--- config.mk ---
export PLATFORM = sky130hd
export DESIGN_NAME = p2s_multi_flat
export DESIGN_NICKNAME = d
export VERILOG_FILES = /design/src/rtl/p2s_multi_if.sv /design/src/rtl/p2s_multi.sv /design/src/flat_wrapper.sv
export SDC_FILE = /design/constraint.sdc
export NUM_CORES = 1
export LEC_CHECK = 0
export CORE_ASPECT_RATIO = 1.25
export CORE_MARGIN = 10
export CORE_UTILIZATION = 55
export CTS_BUF_LIST = sky130_fd_sc_hd__clkbuf_8
export CTS_CLUSTER_SIZE = 14
export DETAILED_ROUTE_END_ITERATION = 6
export PLACE_DENSITY = 0.87
export SETUP_SLACK_MARGIN = 0.02
export SYNTH_ARGS = -nofsm -noshare
export SYNTH_HDL_FRONTEND = slang
export SYNTH_SLANG_ARGS = --single-unit
--- constraint.sdc ---
create_clock -name clk -period 5.6 [get_ports clk]
set_input_delay 1.68 -clock clk [delete_from_list [all_inputs] [get_ports clk]]
set_output_delay 1.68 -clock clk [all_outputs]
set_load 0.02 [all_outputs]
--- src/rtl/p2s_multi_if.sv ---
// Bus bundle for p2s_multi: SPI slave pins plus the parallel channel-word side.
interface p2s_multi_if #(
  parameter int NCH  = 4,
  parameter int IN_W = 14
);
  // Handshake: the master drops cs_n to open a frame. It shifts with sck in mode 0
  // (samples miso on rising sck; the slave advances on falling sck). Raising cs_n
  // before the last bit aborts. ch_data/ch_en are taken once, at frame load.
  logic                  sck;
  logic                  cs_n;
  logic [NCH*IN_W-1:0]   ch_data;
  logic [NCH-1:0]        ch_en;
  logic                  miso;
  logic                  miso_oe;
  logic                  busy;
  logic                  frame_done;
  logic                  frame_abort;

  modport master (
    output sck, cs_n, ch_data, ch_en,
    input  miso, miso_oe, busy, frame_done, frame_abort
  );

  modport slave (
    input  sck, cs_n, ch_data, ch_en,
    output miso, miso_oe, busy, frame_done, frame_abort
  );
endinterface

--- src/rtl/p2s_multi.sv ---
// Multi-channel SPI slave serializer, oversampling sck/cs_n in the clk domain.
// Define P2S_PARITY_EN to append an even-parity bit after every channel word.
module p2s_multi #(
  parameter int NCH       = 4,
  parameter int IN_W      = 14,
  parameter int OUT_W     = 11,
  parameter bit MSB_FIRST = 1'b1
) (
  input  logic          clk,
  input  logic          rst,
  p2s_multi_if.slave    bus,
  output logic [1:0]    dbg_state_o
);
  localparam int CW = (NCH > 1) ? $clog2(NCH) : 1;
`ifdef P2S_PARITY_EN
  localparam int LAST = OUT_W;
`else
  localparam int LAST = OUT_W - 1;
`endif
  localparam int BW = (LAST > 0) ? $clog2(LAST + 1) : 1;

  typedef enum logic [1:0] {ST_IDLE, ST_LOAD, ST_SHIFT, ST_DONE} state_e;

  state_e              state_q, state_d;
  logic [CW-1:0]       ch_idx_q, ch_idx_d;
  logic [BW-1:0]       bit_idx_q, bit_idx_d;
  logic [NCH-1:0]      mask_q, mask_d;
  logic                done_q, done_d;
  logic                abort_q, abort_d;
  logic [OUT_W-1:0]    shadow_q [NCH];

  logic sck_s1_q, sck_s2_q, sck_h_q;
  logic cs_s1_q, cs_s2_q, cs_h_q;
  logic sck_fall, cs_fall, cs_rise;

  logic [OUT_W-1:0]    cur_word, ord_word;
  logic                cur_bit;
  logic [CW:0]         nx;

  assign sck_fall = sck_h_q & ~sck_s2_q;
  assign cs_fall  = cs_h_q & ~cs_s2_q;
  assign cs_rise  = ~cs_h_q & cs_s2_q;

  // Returns {found, index} of the lowest set mask bit at or above start.
  function automatic logic [CW:0] next_ch(input logic [NCH-1:0] m, input int start);
    logic [CW:0] r;
    r = '0;
    for (int i = NCH - 1; i >= 0; i--) begin
      if (m[i] && (i >= start)) r = {1'b1, CW'(i)};
    end
    return r;
  endfunction

  always_comb begin
    cur_word = '0;
    for (int c = 0; c < NCH; c++) begin
      if (int'(ch_idx_q) == c) cur_word = shadow_q[c];
    end
    ord_word = '0;
    for (int i = 0; i < OUT_W; i++) begin
      ord_word[i] = MSB_FIRST ? cur_word[OUT_W-1-i] : cur_word[i];
    end
    cur_bit = 1'b0;
    for (int i = 0; i < OUT_W; i++) begin
      if (int'(bit_idx_q) == i) cur_bit = ord_word[i];
    end
`ifdef P2S_PARITY_EN
    if (int'(bit_idx_q) == OUT_W) cur_bit = ^cur_word;
`endif
  end

  always_comb begin
    state_d   = state_q;
    ch_idx_d  = ch_idx_q;
    bit_idx_d = bit_idx_q;
    mask_d    = mask_q;
    done_d    = 1'b0;
    abort_d   = 1'b0;
    nx        = '0;
    case (state_q)
      ST_IDLE: begin
        if (cs_fall) state_d = ST_LOAD;
      end
      ST_LOAD: begin
        if (cs_rise) begin
          state_d = ST_IDLE;
          abort_d = 1'b1;
        end else begin
          nx        = next_ch(bus.ch_en, 0);
          mask_d    = bus.ch_en;
          ch_idx_d  = nx[CW-1:0];
          bit_idx_d = '0;
          if (nx[CW]) begin
            state_d = ST_SHIFT;
          end else begin
            state_d = ST_DONE;
            done_d  = 1'b1;
          end
        end
      end
      ST_SHIFT: begin
        // Abort takes priority over a coincident sck falling edge.
        if (cs_rise) begin
          state_d = ST_IDLE;
          abort_d = 1'b1;
        end else if (sck_fall) begin
          if (bit_idx_q == BW'(LAST)) begin
            bit_idx_d = '0;
            nx        = next_ch(mask_q, int'(ch_idx_q) + 1);
            if (nx[CW]) begin
              ch_idx_d = nx[CW-1:0];
            end else begin
              state_d = ST_DONE;
              done_d  = 1'b1;
            end
          end else begin
            bit_idx_d = bit_idx_q + 1'b1;
          end
        end
      end
      ST_DONE: begin
        if (cs_rise) state_d = ST_IDLE;
      end
      default: state_d = ST_IDLE;
    endcase
  end

  always_ff @(posedge clk) begin
    if (rst) begin
      state_q   <= ST_IDLE;
      ch_idx_q  <= '0;
      bit_idx_q <= '0;
      mask_q    <= '0;
      done_q    <= 1'b0;
      abort_q   <= 1'b0;
      sck_s1_q  <= 1'b0;
      sck_s2_q  <= 1'b0;
      sck_h_q   <= 1'b0;
      cs_s1_q   <= 1'b1;
      cs_s2_q   <= 1'b1;
      cs_h_q    <= 1'b1;
      for (int c = 0; c < NCH; c++) shadow_q[c] <= '0;
    end else begin
      state_q   <= state_d;
      ch_idx_q  <= ch_idx_d;
      bit_idx_q <= bit_idx_d;
      mask_q    <= mask_d;
      done_q    <= done_d;
      abort_q   <= abort_d;
      sck_s1_q  <= bus.sck;
      sck_s2_q  <= sck_s1_q;
      sck_h_q   <= sck_s2_q;
      cs_s1_q   <= bus.cs_n;
      cs_s2_q   <= cs_s1_q;
      cs_h_q    <= cs_s2_q;
      if (state_q == ST_LOAD) begin
        for (int c = 0; c < NCH; c++) shadow_q[c] <= bus.ch_data[c*IN_W+IN_W-1 -: OUT_W];
      end
    end
  end

  assign bus.miso        = (state_q == ST_SHIFT) ? cur_bit : 1'b0;
  assign bus.miso_oe     = (state_q != ST_IDLE);
  assign bus.busy        = (state_q == ST_LOAD) || (state_q == ST_SHIFT);
  assign bus.frame_done  = done_q;
  assign bus.frame_abort = abort_q;
  assign dbg_state_o     = state_q;
endmodule

--- src/flat_wrapper.sv ---
// flat-port wrapper written by rule: the top's interface ports become plain ports
module p2s_multi_flat 
#(
  parameter int NCH       = 4,
  parameter int IN_W      = 14,
  parameter int OUT_W     = 11,
  parameter bit MSB_FIRST = 1'b1
)
  (clk, rst, dbg_state_o, bus_sck, bus_cs_n, bus_ch_data, bus_ch_en, bus_miso, bus_miso_oe, bus_busy, bus_frame_done, bus_frame_abort);
  p2s_multi_if #(.NCH(NCH), .IN_W(IN_W)) bus_i ();
  input  logic clk;
  input  logic rst;
  output logic [1:0] dbg_state_o;
  input wire logic [$bits(bus_i.sck)-1:0] bus_sck;
  input wire logic [$bits(bus_i.cs_n)-1:0] bus_cs_n;
  input wire logic [$bits(bus_i.ch_data)-1:0] bus_ch_data;
  input wire logic [$bits(bus_i.ch_en)-1:0] bus_ch_en;
  output wire logic [$bits(bus_i.miso)-1:0] bus_miso;
  output wire logic [$bits(bus_i.miso_oe)-1:0] bus_miso_oe;
  output wire logic [$bits(bus_i.busy)-1:0] bus_busy;
  output wire logic [$bits(bus_i.frame_done)-1:0] bus_frame_done;
  output wire logic [$bits(bus_i.frame_abort)-1:0] bus_frame_abort;
  assign bus_i.sck = bus_sck;
  assign bus_i.cs_n = bus_cs_n;
  assign bus_i.ch_data = bus_ch_data;
  assign bus_i.ch_en = bus_ch_en;
  assign bus_miso = bus_i.miso;
  assign bus_miso_oe = bus_i.miso_oe;
  assign bus_busy = bus_i.busy;
  assign bus_frame_done = bus_i.frame_done;
  assign bus_frame_abort = bus_i.frame_abort;
  p2s_multi #(.NCH(NCH), .IN_W(IN_W), .OUT_W(OUT_W), .MSB_FIRST(MSB_FIRST)) u_core (.clk(clk), .rst(rst), .bus(bus_i), .dbg_state_o(dbg_state_o));
endmodule
Word level (Yosys, flattened, before mapping)
Memory sizes are Yosys's and may differ from the RTL's.
Index checks and enable logic that the tools add are counted.
{"block": "totals", "latch_bits": 0, "romBits": 0, "mem_count": 1, "word_cells": 141, "output_inout_bits": 7, "reg_bits": 20, "ram_bits": 44, "in_bits": 64}
{"name": "u_core.shadow_q", "depth": 4, "width": 11, "rd": 4, "rd_clocked_by_memory_dff": 0, "write_ports": 4, "line": "p2s_multi.sv:30", "text": "logic [OUT_W-1:0] shadow_q [NCH];"}
{"block": "op_classes", "div": 0, "mux": 67, "bitwise_logic": 12, "shift": 0, "order_cmp": 4, "reduce_logical": 16, "n_addsub": 2, "multipliers": 0, "n_eq_ne": 27}
{"operator": "2-to-1 mux 11 bit", "count": 8}
{"operator": "greater-or-equal comparator 3 x 32 -> 1 bit (first input constant)", "count": 2}
{"operator": "2-to-1 mux 3 bit", "count": 14}
{"operator": "equality test 4 bit (second input constant)", "count": 8}
{"operator": "greater-or-equal comparator 1 x 32 -> 1 bit (first input constant)", "count": 1}
{"operator": "greater-or-equal comparator 2 x 32 -> 1 bit (first input constant)", "count": 1}
{"operator": "2-to-1 mux 1 bit", "count": 25}
{"operator": "2-to-1 mux 2 bit", "count": 12}
{"operator": "2-to-1 mux 4 bit", "count": 4}
{"operator": "inequality test 2 x 1 -> 1 bit (second input constant)", "count": 5}
{"operator": "equality test 2 bit (second input constant)", "count": 4}
{"operator": "equality test 4 x 3 -> 1 bit (second input constant)", "count": 2}
{"operator": "one-hot mux 2 bit (4 select lines)", "count": 1}
{"operator": "one-hot mux 4 bit (2 select lines)", "count": 1}
{"operator": "inequality test 3 x 1 -> 1 bit (second input constant)", "count": 2}
{"operator": "AND reduction 6 bit", "count": 1}
{"operator": "inverter 1 bit", "count": 5}
{"operator": "AND reduction 5 bit", "count": 1}
{"operator": "adder 4 x 1 -> 4 bit (second input constant)", "count": 1}
{"operator": "equality test 2 x 1 -> 1 bit (second input constant)", "count": 2}
{"operator": "equality test 4 x 2 -> 1 bit (second input constant)", "count": 1}
{"operator": "logical AND 1 bit", "count": 4}
{"operator": "logical NOT 2 bit", "count": 2}
{"operator": "logical NOT 4 bit", "count": 1}
{"operator": "12 further kinds", "count": 20}

Longest topological paths before layout
Gate-level depths: netlist of run 1.
{"block": "logic_depth", "word_depth": 17, "depth_mapped": 9, "depth_no_buf": 8}

Worst setup path after synthesis of run 1
No wires, ideal clock.
{"block": "synth_timing", "path_kind": "register to output", "startpoint": "register u_core.ch_idx_q[1]", "endpoint": "output port bus_miso", "path_buffers": 2, "path_stages_with_launch": 7, "t_required_ns": 3.920, "arrival_ns": 1.844, "path_slack_ns": 2.076, "cell_sequence": "dfxtp_1 -> clkbuf_1 -> clkbuf_1 -> mux4_2 -> a211oi_1 -> nor3_1 -> o31a_1"}
{"block": "synth_via", "elab_chain_len": 17}
{"item": "from (decl)", "line": "p2s_multi.sv:25", "text": "logic [CW-1:0] ch_idx_q, ch_idx_d;"}
{"item": "from (signal assigned)", "line": "p2s_multi.sv:145", "text": "ch_idx_q <= ch_idx_d;"}
{"item": "logical NOT 2 bit", "line": "p2s_multi.sv:57", "text": "if (int'(ch_idx_q) == c) cur_word = shadow_q[c];"}
{"item": "2-to-1 mux 11 bit (3 in a row)", "line": "p2s_multi.sv:57"}
{"item": "2-to-1 mux 11 bit *", "line": "p2s_multi.sv:57"}
{"item": "2-to-1 mux 1 bit (10 in a row)", "line": "p2s_multi.sv:65", "text": "if (int'(bit_idx_q) == i) cur_bit = ord_word[i];"}
{"item": "2-to-1 mux 1 bit *", "line": "p2s_multi.sv:65"}
{"item": "2-to-1 mux 1 bit *", "line": "p2s_multi.sv:162", "text": "assign bus.miso = (state_q == ST_SHIFT) ? cur_bit : 1'b0;"}
{"item": "to (decl)", "line": "flat_wrapper.sv:18", "text": "output wire logic [$bits(bus_i.miso)-1:0] bus_miso;"}
Every way passes the cells marked *; elsewhere a longest branch is shown, timed or not.

Final worst setup path of run 1
Same ends and word-level chain as after synthesis.

==> results of run 1 <==
state kept, by name, indices dropped and copies added (netlist names):
register / cells
u_core.sck_s1_q: 1
u_core.bus.frame_done: 1
u_core.cs_h_q: 1
u_core.ch_idx_q: 2
u_core.cs_s1_q: 1
u_core.sck_s2_q: 1
u_core.bus.frame_abort: 1
u_core.dbg_state_o: 2
u_core.mask_q: 3
u_core.sck_h_q: 1
u_core.bit_idx_q: 4
u_core.shadow_q: 44
u_core.cs_s2_q: 1
synth_stat cells, types with 2 or more instances:
master     n  area share (%)
o21ai_1    2            0.33
buf_4      2            0.50
edfxtp_1  44              44
nor3b_1    2            0.50
nand4_1    2            0.41
nor2b_1    8             1.7
nand3_1    7             1.2
o31a_1     2            0.58
mux2i_1    3            0.99
mux4_2     9             6.7
buf_2      2            0.33
ha_1       4             1.7
a21oi_1   18             3.0
or2_2      4            0.83
nand2b_1   6             1.2
nand2_1   10             1.2
mux2_2     2            0.74
and2_1    44             9.1
nor2_1    15             1.9
clkbuf_1  11             1.4
nor3_1     9             1.5
o21ai_0    7             1.2
inv_1      6            0.74
dfxtp_1   19              13
worst paths after layout:
path	endpoint	slack, ns	cells after the start
max	bus_miso	0.98	7
min reg2reg	u_core.cs_s2_q$_SDFF_PP1_	0.42	1
max reg2reg	u_core.bit_idx_q[3]$_SDFFE_PP0P_	3.23	8
min	u_core.cs_s2_q$_SDFF_PP1_	0.42	1
per-layer routing:
metal  vias to the layer above  track usage [%]  share of wire (%)
li1                       1038                -                  -
met1                       990             15.3                 39
met2                        77             25.6                 52
met3                         9             5.53                6.7
met4                         0             6.74                2.1
met5                         -                0                  0
layout make-up:
| type | count | area share [%] |
|---|---|---|
| Multi-Input combinational cell | 174 | 32.1 |
| Sequential cell | 63 | 44.4 |
| Tap cell | 64 | 2.09 |
| Clock inverter | 7 | 2.09 |
| Timing Repair Buffer | 59 | 15.4 |
| Clock buffer | 9 | 3.24 |
| Inverter | 7 | 0.686 |
stage by stage:
step                      setup slack (ns)  hold WS [ns]  cells
after global routing                 0.818         0.430    383
final                                0.982         0.419    383
after floorplan                       2.08         0.389    260
after CTS                            0.923         0.426    383
after global placement                1.33         0.397    367
after detailed placement              1.29         0.408    367
cell families (layout without fill, tap and decap cells):
kind of cell | after synthesis | in the layout
and+or+nand+nor | 117 | 117
DFF | 63 | 63
AOI/OAI and AO/OA | 39 | 39
buffers and inverters | 23 | 82
muxes | 14 | 14
adders and majority gates | 4 | 4
worst max-delay path, delay by kind of cell, from the launching register on:
kind / cells / cell delay, ns
muxes: 1 / 0.41
AOI/OAI and AO/OA: 3 / 0.65
and+or+nand+nor: 2 / 0.19
buffers and inverters: 1 / 0.54
DFF: 1 / 0.79
power by group:
part / total (mW) / switching (mW) / internal [mW]
Combinational: 0.424 / 0.206 / 0.218
Clock: 0.413 / 0.169 / 0.244
Sequential: 0.701 / 0.0666 / 0.635
==> results.cfg, run 1 <==
[status]
status = completed

[setup_path]
worstReg2RegStart = u_core.dbg_state_o[0]$_SDFFE_PP0P_
worstSetupPathType = reg -> out
cp-end-kind = primary output
cp.arrival_ns = 2.94
critPathRequiredTime_ns = 3.92
worst_path_largest_cell_delay_ns = 0.79
slowest_stage = dfxtp_1
crit_chain = mux2_2 -> a32oi_1 -> o31ai_1 -> nor2_1 -> nor4_1 -> o31a_1 -> clkdlybuf4s50_1
worstSetupStartpointType = register
crit_start = u_core.ch_idx_q[1]$_SDFFE_PP0P_
crit_fanout = 18

[global_route]
antenna_found_initial = 0
grt_overflow = 0
grt_pass1_wl_um = 10200
grt_pass1_vias = 2189
grt_max_degree = 45
grt.total_usage_pct = 14.7

[sta]
fin_skew_ns = 0.00777
fmax_ghz = 0.217
final_hold_viol_count = 0
rsz0062_at_grt = no
setup-tns-final_ns = 0
period_minus_slack_ns = 4.62
post-route-period-util_pct = 82.5
setup_violations = 0
slew_viol_final = 0
worstMarginPinSlew_ns = 1.13
relSlewSlack_pct = 24.1

[yosys]
dominantRegCellSynth = edfxtp_1
synth_compound_area_share_pct = 8.03
netlist_instances = 260
synth_top_family_by_area = simple AND/OR/NAND/NOR gates
synth_fp_nets = 328
ys_seq_elements = 63
syn_avg_cell_area_um2 = 11.6
synthMuxAreaShare_pct = 8.44
synth_simple_gate_area_share_pct = 22.4
synth-warning-count = 0
synth-edff-count = 44
ys_types = 46
synthAdderAreaFrac_pct = 1.65
ys_async_sr_fraction_pct = 0
syn_area_um2 = 3020
synth_seq_area_share_pct = 56.3
synth-xor-area-share_pct = 0

[final_layout]
nets = 382
regArea_um2 = 1700
utilization_pct = 71.3
final_cell_area_um2 = 3830
n_fill_cell = 386
multi_input_area_um2 = 1230
final_cell_mix = clkdlybuf4s50_1 (58), and2_1 (44), edfxtp_1 (44), dfxtp_1 (19), a21oi_1 (18)
drive_above_1_share_pct = 11.3
final_common_cell = clkdlybuf4s50_1
diodes = 0
area_delta_synth_final_pct = 26.6

[placed_design]
numPortBuffers = 58
place_area_um2 = 3620
dp_hpwl_um = 4420
place.gp.congestion = 0.843

[cts]
cts_tree = done
ctsResizeCount = 0
ctsHoldBuffers = 0
cts.sinks = 63
cts_htree_levels = 3
clkLatencyLatePin_ns = 0.34
postCtsSetupRepairBufs = 0
cts.reportedPaths.clkPinSlew_ns = 0.07
ctsLongestPathBuffers = 2
ctsRootBufferMaster = clkbuf_8
cts_buffers = 9

[power]
power_mw = 1.54
leakage_nw = 1.41
ir_worst_vdd_mv = 0.219
pwr_density_cell_nw_per_um2 = 402

[route]
num_vias = 2114
viasPerCell = 5.52
wl_per_cell_um = 16.2
drt_first_pass_iters = 4
routed_wl_um = 6200
drc = 0
postRouteAntennaNets = 0
drt_iter0_markers = 95

[die]
core_um2 = 5370
num_rows = 30
start_util_pct = 56.3
design.die.area_um2 = 8880
die_w_um = 86.3
io_pins = 71
die_height_um = 103

[run]
maxCapViolations = 0

[min_path]
worst_hold_path_type = reg -> reg
hp-start = u_core.cs_s1_q$_SDFF_PP1_
(Power assumes the default switching activity.)
==> run 2: changes to the inputs <==
--- a/config.mk
+++ b/config.mk
@@ -7,11 +7,11 @@
 export LEC_CHECK = 0
 export CORE_ASPECT_RATIO = 1.25
 export CORE_MARGIN = 10
-export CORE_UTILIZATION = 55
+export CORE_UTILIZATION = 47
 export CTS_BUF_LIST = sky130_fd_sc_hd__clkbuf_8
 export CTS_CLUSTER_SIZE = 14
 export DETAILED_ROUTE_END_ITERATION = 6
-export PLACE_DENSITY = 0.87
+export PLACE_DENSITY = 0.79
 export SETUP_SLACK_MARGIN = 0.02
 export SYNTH_ARGS = -nofsm -noshare
 export SYNTH_HDL_FRONTEND = slang
==> constraint.sdc (replaced) <==
create_clock -name clk -period 3.7 [get_ports clk]
set_input_delay 1.11 -clock clk [delete_from_list [all_inputs] [get_ports clk]]
set_output_delay 1.11 -clock clk [all_outputs]
set_load 0.02 [all_outputs]
==> run 2 against run 1 <==
Net effect: die area rose by 13%; worst setup slack got worse by 0.70 ns; core utilization fell by 7.8 points; first-iteration DRC count rose by 36%; register-to-register slack got worse by 1.8 ns; clock skew fell by 0.0012 ns; design area rose by 3.0%; largest power group unchanged.
==> results.cfg, run 2 (synthesized netlist as in run 1, its figures left out) <==
[cts]
ctsHoldBuffers = 0
cts.reportedPaths.clkPinSlew_ns = 0.07
cts_tree = done
clkLatencyLatePin_ns = 0.34
cts_buffers = 9
postCtsSetupRepairBufs = 0
ctsRootBufferMaster = clkbuf_8
cts_htree_levels = 3
cts.sinks = 63
ctsLongestPathBuffers = 2

[route]
postRouteAntennaNets = 0
drt_first_pass_iters = 4
num_vias = 2129
routed_wl_um = 6220
drc = 0
drt_iter0_markers = 129
viasPerCell = 5.17
wl_per_cell_um = 15.1

[die]
num_rows = 32
die_height_um = 110
io_pins = 71
start_util_pct = 48.7
die_w_um = 91.7
core_um2 = 6210
design.die.area_um2 = 10100

[power]
pwr_density_cell_nw_per_um2 = 606
leakage_nw = 1.45
ir_worst_vdd_mv = 0.360

[sta]
fmax_ghz = 0.292
worstMarginPinSlew_ns = 0.540
slew_viol_final = 0
setup-tns-final_ns = 0
setup_violations = 0
final_hold_viol_count = 0
fin_skew_ns = 0.00661
period_minus_slack_ns = 3.42
whs_ns = 0.413
rsz0062_at_grt = no
post-route-period-util_pct = 92.4
relSlewSlack_pct = 64.0

[final_layout]
final_cell_mix = clkdlybuf4s50_1 (57), and2_1 (44), edfxtp_1 (44), a21oi_1 (18), dfxtp_1 (17)
largest_reg_flops = 44
n_fill_cell = 489
nets = 390
area_delta_synth_final_pct = 30.4
diodes = 0
largest_register = u_core.shadow_q
final_common_cell = clkdlybuf4s50_1
drive_above_1_share_pct = 15.6
reg_top3 = u_core.shadow_q x44, u_core.bit_idx_q x4, u_core.mask_q x3

[status]
status = completed

[global_route]
grt_overflow = 0
grt.total_usage_pct = 12.7
grt_pass1_vias = 2116
antenna_found_initial = 0
grt_pass1_wl_um = 10200
grt_max_degree = 45

[setup_path]
worstSetupPathType = reg -> out
worstSetupStartpointType = register
crit_fanout = 15
r2r_slack_ns = 1.48
cp-end-kind = primary output
cp.arrival_ns = 2.31
critPathRequiredTime_ns = 2.59

[run]
maxCapViolations = 0

[placed_design]
dp_hpwl_um = 4430
numPortBuffers = 58
place.gp.congestion = 0.812

[min_path]
worst_hold_path_type = reg -> reg
[run 2: cell types whose count changed in the layout (fill, tap and decap cells not counted), moves of 2 or more]
cell	before	now
inv_1	8	6
dfxtp_2	0	2
clkinv_4	0	2
clkinv_1	2	0
clkinvlp_4	0	2
buf_4	1	8
dfxtp_1	19	17
[run 2: stage by stage]
| stage | cell area (um2) | utilization, % | worst slack [ns] | instances | power (mW) |
|---|---|---|---|---|---|
| 2_1_floorplan | 3020 | - | 0.746 | 260 | 1.51 |
| 3_3_place_gp | 3720 | 60.0 | 0.262 | 396 | 1.72 |
| 3_5_place_dp | 3720 | 60.0 | 0.244 | 396 | 1.75 |
| 4_1_cts | 3940 | 63.5 | 0.0473 | 412 | 2.41 |
| 5_1_grt | 3940 | 63.5 | 0.141 | 412 | 2.52 |
| 6_report | 3940 | 63.5 | 0.281 | 412 | 2.39 |
[run 2: final cells by class]
cell class / count / area, um2 / share of cell area (%)
Clock buffer: 9 / 124 / 3.14
Clock inverter: 7 / 97.6 / 2.48
Inverter: 7 / 26.3 / 0.666
Multi-Input combinational cell: 174 / 1230 / 31.2
Sequential cell: 63 / 1700 / 43.2
Tap cell: 85 / 106 / 2.70
Timing Repair Buffer: 67 / 656 / 16.6
[run 2: per-layer routing]
layer | wire, um | global-route usage [%] | vias to the layer above
met2 | 3310 | 22.7 | 60
met4 | 97 | 5.52 | 0
met3 | 363 | 4.71 | 10
li1 | - | - | 1050
met5 | 0 | 0 | -
met1 | 2450 | 13.2 | 1009
[run 2: where the power goes]
group / leakage [nW] / internal [mW] / switching, mW
combinational: 0.728 / 0.359 / 0.347
sequential: 0.619 / 0.960 / 0.0707
clock: 0.105 / 0.379 / 0.272
[run 2: worst paths after layout]
| check | start | endpoint | depth (start not counted) |
|---|---|---|---|
| worst min register to register | u_core.cs_s1_q$_SDFF_PP1_ | u_core.cs_s2_q$_SDFF_PP1_ | 1 |
| worst max register to register | u_core.dbg_state_o[0]$_SDFFE_PP0P_ | u_core.bit_idx_q[3]$_SDFFE_PP0P_ | 9 |
| worst min-delay path | u_core.cs_s1_q$_SDFF_PP1_ | u_core.cs_s2_q$_SDFF_PP1_ | 1 |
| worst max-delay path | u_core.ch_idx_q[0]$_SDFFE_PP0P_ | bus_miso | 8 |
[run 2: worst max-delay path: stages (launching register included)]
cell	delay, ns
dfxtp_2	0.35
buf_12	0.16
mux4_2	0.51
o21ai_1	0.15
o31ai_1	0.11
nor2_1	0.13
nor4_1	0.06
o31a_1	0.32
clkbuf_2	0.16
[run 2: repair_timing]
| item | in CTS | in global routing |
|---|---|---|
| pin swaps | 0 | 0 |
| endpoints found under the setup margin | 1 | 1 |
| gates cloned | 0 | 0 |
| resized for setup | 1 | 4 |
==> run 3: changes to the inputs <==
--- a/config.mk
+++ b/config.mk
@@ -11,6 +11,7 @@
 export CTS_BUF_LIST = sky130_fd_sc_hd__clkbuf_8
 export CTS_CLUSTER_SIZE = 14
 export DETAILED_ROUTE_END_ITERATION = 6
+export GPL_ROUTABILITY_DRIVEN = 0
 export PLACE_DENSITY = 0.79
 export SETUP_SLACK_MARGIN = 0.02
 export SYNTH_ARGS = -nofsm -noshare
==> results of run 3 <==
Same layout as run 2: the final DEF is identical, and so are final timing and power.
